**config.mk**
```make
export PLATFORM = sky130hd
export DESIGN_NAME = mem_req_master
export DESIGN_NICKNAME = d
export VERILOG_FILES = /design/src/rtl/mem_req_master.sv
export SDC_FILE = /design/constraint.sdc
export NUM_CORES = 1
export LEC_CHECK = 0
export ABC_AREA = 1
export ABC_CLOCK_PERIOD_IN_PS = 1500
export BUFFER_PORTS_ARGS = -buffer_cell sky130_fd_sc_hd__buf_2
export CORE_MARGIN = 5
export CORE_UTILIZATION = 31
export DETAILED_ROUTE_END_ITERATION = 8
export PLACE_DENSITY_LB_ADDON = 0.12
export SLEW_MARGIN = 20
export SYNTH_ARGS = -nofsm -noshare
export SYNTH_HDL_FRONTEND = slang
export SYNTH_SLANG_ARGS = --single-unit
export TNS_END_PERCENT = 10
```
**constraint.sdc**
```tcl
create_clock -name clk -period 1.5 [get_ports clk]
set_input_delay 0.15 -clock clk [delete_from_list [all_inputs] [get_ports clk]]
set_output_delay 0.15 -clock clk [all_outputs]
set_load 0.01 [all_outputs]
```
**src/rtl/mem_req_master.sv**
```systemverilog
// mem_req_master
// Turns one request at a time into a single access on a RAM data port and
// returns one response per request.
// The RAM registers its read data and does all byte-lane merging and
// sign/zero extension from mem_size, so this block never touches byte lanes.
// Ports:
//   clk, reset             single clock, synchronous active-high reset
//   req_valid/req_ready    request handshake; req_ready is high only when idle
//   req_we/addr/size/wdata store flag, byte address, size code, right-aligned data
//   rsp_valid/rsp_ready    response handshake
//   rsp_rdata/rsp_err      extended load data (0 for stores/errors), error flag
//   mem_re/mem_we          one-cycle RAM read/write enables
//   mem_addr/wdt/size      RAM address, write data, size code (held between accesses)
//   mem_rdt                RAM read data, valid the cycle after mem_re
//   cnt_rd/wr/err          saturating counts of completed loads, stores, errors
module mem_req_master #(
    parameter int DataW = 32,
    parameter int AddrW = 32
) (
    input  logic             clk,
    input  logic             reset,
    input  logic             req_valid,
    output logic             req_ready,
    input  logic             req_we,
    input  logic [AddrW-1:0] req_addr,
    input  logic [2:0]       req_size,
    input  logic [DataW-1:0] req_wdata,
    output logic             rsp_valid,
    input  logic             rsp_ready,
    output logic [DataW-1:0] rsp_rdata,
    output logic             rsp_err,
    output logic             mem_re,
    output logic             mem_we,
    output logic [AddrW-1:0] mem_addr,
    output logic [DataW-1:0] mem_wdt,
    output logic [2:0]       mem_size,
    input  logic [DataW-1:0] mem_rdt,
    output logic [15:0]      cnt_rd,
    output logic [15:0]      cnt_wr,
    output logic [15:0]      cnt_err
);

    localparam logic [2:0] SzByte  = 3'b000;
    localparam logic [2:0] SzHalf  = 3'b001;
    localparam logic [2:0] SzWord  = 3'b010;
    localparam logic [2:0] SzUbyte = 3'b100;
    localparam logic [2:0] SzUhalf = 3'b101;

    typedef enum logic [1:0] {
        IDLE  = 2'd0,
        ISSUE = 2'd1,
        CAPT  = 2'd2,
        RESP  = 2'd3
    } state_t;

    state_t             state_q, state_d;
    logic               we_q, we_d;
    logic [AddrW-1:0]   addr_q, addr_d;
    logic [2:0]         size_q, size_d;
    logic [DataW-1:0]   wdata_q, wdata_d;
    logic [DataW-1:0]   rspRdata_q, rspRdata_d;
    logic               rspErr_q, rspErr_d;
    logic [15:0]        cntRd_q, cntRd_d;
    logic [15:0]        cntWr_q, cntWr_d;
    logic [15:0]        cntErr_q, cntErr_d;
    logic               reqErr;

    // Illegal size codes and misaligned half/word accesses are rejected
    // at accept time and never reach the RAM.
    always_comb begin
        reqErr = 1'b0;
        case (req_size)
            SzByte, SzUbyte: reqErr = 1'b0;
            SzHalf, SzUhalf: reqErr = req_addr[0];
            SzWord:          reqErr = |req_addr[1:0];
            default:         reqErr = 1'b1;
        endcase
    end

    // Next-state and handshake/enable outputs. The write enable is gated by
    // reset combinationally so a store caught in ISSUE during reset never
    // reaches the RAM.
    always_comb begin
        state_d   = state_q;
        req_ready = 1'b0;
        rsp_valid = 1'b0;
        mem_re    = 1'b0;
        mem_we    = 1'b0;
        case (state_q)
            IDLE: begin
                req_ready = 1'b1;
                if (req_valid) begin
                    state_d = reqErr ? RESP : ISSUE;
                end
            end
            ISSUE: begin
                mem_re  = ~we_q;
                mem_we  = we_q & ~reset;
                state_d = we_q ? RESP : CAPT;
            end
            CAPT: begin
                state_d = RESP;
            end
            RESP: begin
                rsp_valid = 1'b1;
                if (rsp_ready) begin
                    state_d = IDLE;
                end
            end
            default: state_d = IDLE;
        endcase
    end

    // Request latching, response data and counters.
    // Address, size and write data are only captured for legal requests:
    // they drive the RAM port directly, and a rejected request must not
    // disturb the values the port holds between accesses.
    always_comb begin
        we_d       = we_q;
        addr_d     = addr_q;
        size_d     = size_q;
        wdata_d    = wdata_q;
        rspRdata_d = rspRdata_q;
        rspErr_d   = rspErr_q;
        cntRd_d    = cntRd_q;
        cntWr_d    = cntWr_q;
        cntErr_d   = cntErr_q;
        if (state_q == IDLE && req_valid) begin
            we_d = req_we;
            if (reqErr) begin
                rspRdata_d = '0;
                rspErr_d   = 1'b1;
            end else begin
                addr_d  = req_addr;
                size_d  = req_size;
                wdata_d = req_wdata;
            end
        end
        if (state_q == ISSUE && we_q) begin
            rspRdata_d = '0;
            rspErr_d   = 1'b0;
        end
        if (state_q == CAPT) begin
            rspRdata_d = mem_rdt;
            rspErr_d   = 1'b0;
        end
        if (state_q == RESP && rsp_ready) begin
            if (rspErr_q) begin
                if (cntErr_q != 16'hFFFF) cntErr_d = cntErr_q + 16'd1;
            end else if (we_q) begin
                if (cntWr_q != 16'hFFFF) cntWr_d = cntWr_q + 16'd1;
            end else begin
                if (cntRd_q != 16'hFFFF) cntRd_d = cntRd_q + 16'd1;
            end
        end
    end

    // State register; reset discards any request or response in flight.
    always_ff @(posedge clk) begin
        if (reset) begin
            state_q    <= IDLE;
            we_q       <= 1'b0;
            addr_q     <= '0;
            size_q     <= '0;
            wdata_q    <= '0;
            rspRdata_q <= '0;
            rspErr_q   <= 1'b0;
            cntRd_q    <= '0;
            cntWr_q    <= '0;
            cntErr_q   <= '0;
        end else begin
            state_q    <= state_d;
            we_q       <= we_d;
            addr_q     <= addr_d;
            size_q     <= size_d;
            wdata_q    <= wdata_d;
            rspRdata_q <= rspRdata_d;
            rspErr_q   <= rspErr_d;
            cntRd_q    <= cntRd_d;
            cntWr_q    <= cntWr_d;
            cntErr_q   <= cntErr_d;
        end
    end

    assign mem_addr  = addr_q;
    assign mem_size  = size_q;
    assign mem_wdt   = wdata_q;
    assign rsp_rdata = rspRdata_q;
    assign rsp_err   = rspErr_q;
    assign cnt_rd    = cntRd_q;
    assign cnt_wr    = cntWr_q;
    assign cnt_err   = cntErr_q;

endmodule

```
==> impl_metrics.env <==
export IMPL_fin_crit_sh=1.01
export IMPL_synth_cell_type_count=33
export IMPL_finalHoldWorstSlack_ns=0.141
export IMPL_cts_path_max_buffers=2
export IMPL_peakVddDrop_mv=0.666
export IMPL_clock_fmax_mhz=663
export IMPL_final_nets=1477
export IMPL_yosys_warnings=0
export IMPL_fin_skew_ns=0.0185
export IMPL_tightestPinTransition_ns=0.548
export IMPL_final_cell_mix="254 x buf_2, 194 x nand2_1, 165 x nor2_1"
export IMPL_core_mm2=0.0212
export IMPL_avgSynthCellArea_um2=7.22
export IMPL_grt_pass1_vias=7455
export IMPL_setup_violations_final=3
export IMPL_maxCapViolCount=0
export IMPL_seq_area_frac_synth=0.451
export IMPL_die_w_um=157
export IMPL_grt_pass1_wl_mm=36.5
export IMPL_netlist_area_mm2=0.00670
export IMPL_fin_crit_ns=1.51
export IMPL_synth_edf_count=0
export IMPL_post_route_cells_drive_above_1_share=0.376
export IMPL_cts_tree="yes"
export IMPL_drc=0
export IMPL_grt_overflow_total=0
export IMPL_r2r_end="cnt_err[13]$_SDFFE_PP0P_"
export IMPL_synthFlopType="dfxtp_1"
export IMPL_die_y_um=157
export IMPL_antenna_found_initial=0
export IMPL_rsz0062_at_grt="yes"
export IMPL_gp_congestion=0.798
export IMPL_cts_max_level=4
export IMPL_worstSkewPairLatency_ns=0.43
export IMPL_async_flop_share=0
export IMPL_layout_commonest_cell="buf_2"
export IMPL_io_buffers=255
export IMPL_min_from="req_valid"
export IMPL_synth_area_leaders="dfxtp_1 45%, nand2_1 12%, nor2_1 11%"
export IMPL_ys_ff_latch=151
export IMPL_drtIter0Drc=288
export IMPL_stdcell_area_mm2=0.0110
export IMPL_rows=53
export IMPL_hold_violations=0
export IMPL_r2r_setup_slack_ns=-0.009
export IMPL_finalSetupTns_ns=-0.0170
export IMPL_holdPathStages=4
export IMPL_worstSetupPathType="reg -> reg"
export IMPL_drt_wl_total_mm=23.2
export IMPL_rr_worst_depth=9
export IMPL_pre_cts_ws_ns=-0.114
export IMPL_cts_buffers=17
export IMPL_required_ns=1.78
export IMPL_utilization=0.520
export IMPL_cts_sinks=151
export IMPL_placed_cell_area_mm2=0.00891
export IMPL_synth_top_area_share=0.451
export IMPL_diodes=0
export IMPL_drv_slew=0
export IMPL_viasPerCell=4.53
export IMPL_min_delay_worst_endpoint="we_q$_SDFFE_PP0P_"
export IMPL_clockRootBuffer="clkbuf_16"
export IMPL_clk_pin_slew_ns=0.07
export IMPL_vias=7491
export IMPL_track_usage=0.182
export IMPL_rr_startpoint="state_q[0]$_SDFFE_PP0P_"
export IMPL_p_leak_nw=5.04
export IMPL_dr_pass1_iters=5
export IMPL_synth_area_leader_cell="dfxtp_1"
export IMPL_p_per_area_mw_per_mm2=1160
export IMPL_arrival_ns=1.79
export IMPL_critPathLaunchType="register"
export IMPL_pin_count=256
export IMPL_setup_ws_ns=-0.00880
export IMPL_relSlewSlack=0.634
export IMPL_worst_setup_path_end_kind="register"
export IMPL_ant_nets=0
export IMPL_grt_max_degree=71
export IMPL_wl_per_cell_um=14.0
export IMPL_synth_fp_nets=1040
export IMPL_hold_path_class="in -> reg"
export IMPL_crit_fanout=6
export IMPL_postSynthCellCount=928
export IMPL_dpl_hpwl_mm=15.5
export IMPL_failed_checks="negative setup slack"
export IMPL_outcome="complete, but fails checks"
export IMPL_start_util=0.317
export IMPL_dieArea_mm2=0.0247
export IMPL_syn2layout_area_growth_pct=64.2
synthesized netlist by cell type, types with 2 or more instances:
master / number
nand2_1: 207
nor2_1: 192
dfxtp_1: 151
o21ai_0: 84
a21oi_1: 66
nand3_1: 47
inv_1: 46
clkbuf_1: 25
a21oi_2: 13
buf_2: 13
nand4_1: 13
xnor2_1: 12
ha_1: 8
nand2_2: 8
xor2_1: 8
nor2_4: 7
buf_6: 5
inv_2: 3
nor3_1: 3
buf_4: 2
nand3_4: 2
nor2_2: 2
per-stage QoR:
step / std cells / total power, W
final: 1653 / 0.0127
after detailed placement: 1507 / 0.00790
after CTS: 1646 / 0.0127
after floorplan: 928 / 0.00654
after global placement: 1507 / 0.00790
after global routing: 1653 / 0.0135
layer usage:
metal | vias up | track usage | share of wire
li1 | 3867 | - | -
met1 | 3394 | 0.214 | 0.42
met2 | 206 | 0.319 | 0.50
met3 | 24 | 0.0544 | 0.063
met4 | 0 | 0.0569 | 0.016
met5 | - | 0 | 0
cell families after synthesis:
group	Yosys count	synth area share
simple gates	483	0.303
compound gates	170	0.142
flops	151	0.451
buf+inv	96	0.0631
xor+xnor	20	0.0261
fa+ha+maj	8	0.0149
worst max-delay path, stage by stage (launching register included):
cell	delay (ns)
dfxtp_4	0.40
ha_4	0.16
nand2_4	0.06
buf_6	0.12
nor2_4	0.13
o21ai_2	0.09
a21boi_4	0.16
buf_6	0.14
nand2_1	0.07
a21oi_2	0.05
power breakdown:
part	internal (W)	switching, W
clock network	0.00226	0.00208
logic	0.00158	0.00195
registers	0.00455	0.000298
flip-flops by register name, summed over array words and instances (netlist names):
register   cells
mem_size       3
cnt_wr        16
rsp_err        1
state_q        2
mem_wdt       32
we_q           1
cnt_rd        16
mem_addr      32
cnt_err       16
rsp_rdata     32
what timing repair did:
action | CTS | global route
hold buffers | 100 | 0
resized for setup | 32 | 79
endpoints found under the hold margin | 100 | 0
pin swaps | 8 | 17
setup buffers | 8 | 5
gates cloned | 0 | 2
endpoints found under the setup margin | 149 | 144
how the worst max path moves through the flow:
stage,from,endpoint,slack (ns),cells past startpoint
5_1_grt,req_size[2],mem_addr[0]$_SDFFE_PP0P_,-0.09,11
3_3_place_gp,state_q[0]$_SDFFE_PP0P_,cnt_wr[1]$_SDFFE_PP0P_,-0.08,7
4_1_cts,state_q[0]$_SDFFE_PP0P_,cnt_err[15]$_SDFFE_PP0P_,-0.02,9
3_5_place_dp,state_q[0]$_SDFFE_PP0P_,cnt_wr[1]$_SDFFE_PP0P_,-0.11,7
6_report,state_q[0]$_SDFFE_PP0P_,cnt_err[13]$_SDFFE_PP0P_,-0.009,9
2_1_floorplan,cnt_rd[1]$_SDFFE_PP0P_,cnt_rd[2]$_SDFFE_PP0P_,-0.03,9
layout make-up:
cell class	instances	area (µm²)
Inverter	50	195
Fill cell	2012	10200
Clock inverter	15	183
Tap cell	275	344
Sequential cell	151	3050
Clock buffer	17	425
Multi-Input combinational cell	681	3520
Timing Repair Buffer	464	3280
(Power assumes the default switching activity.)
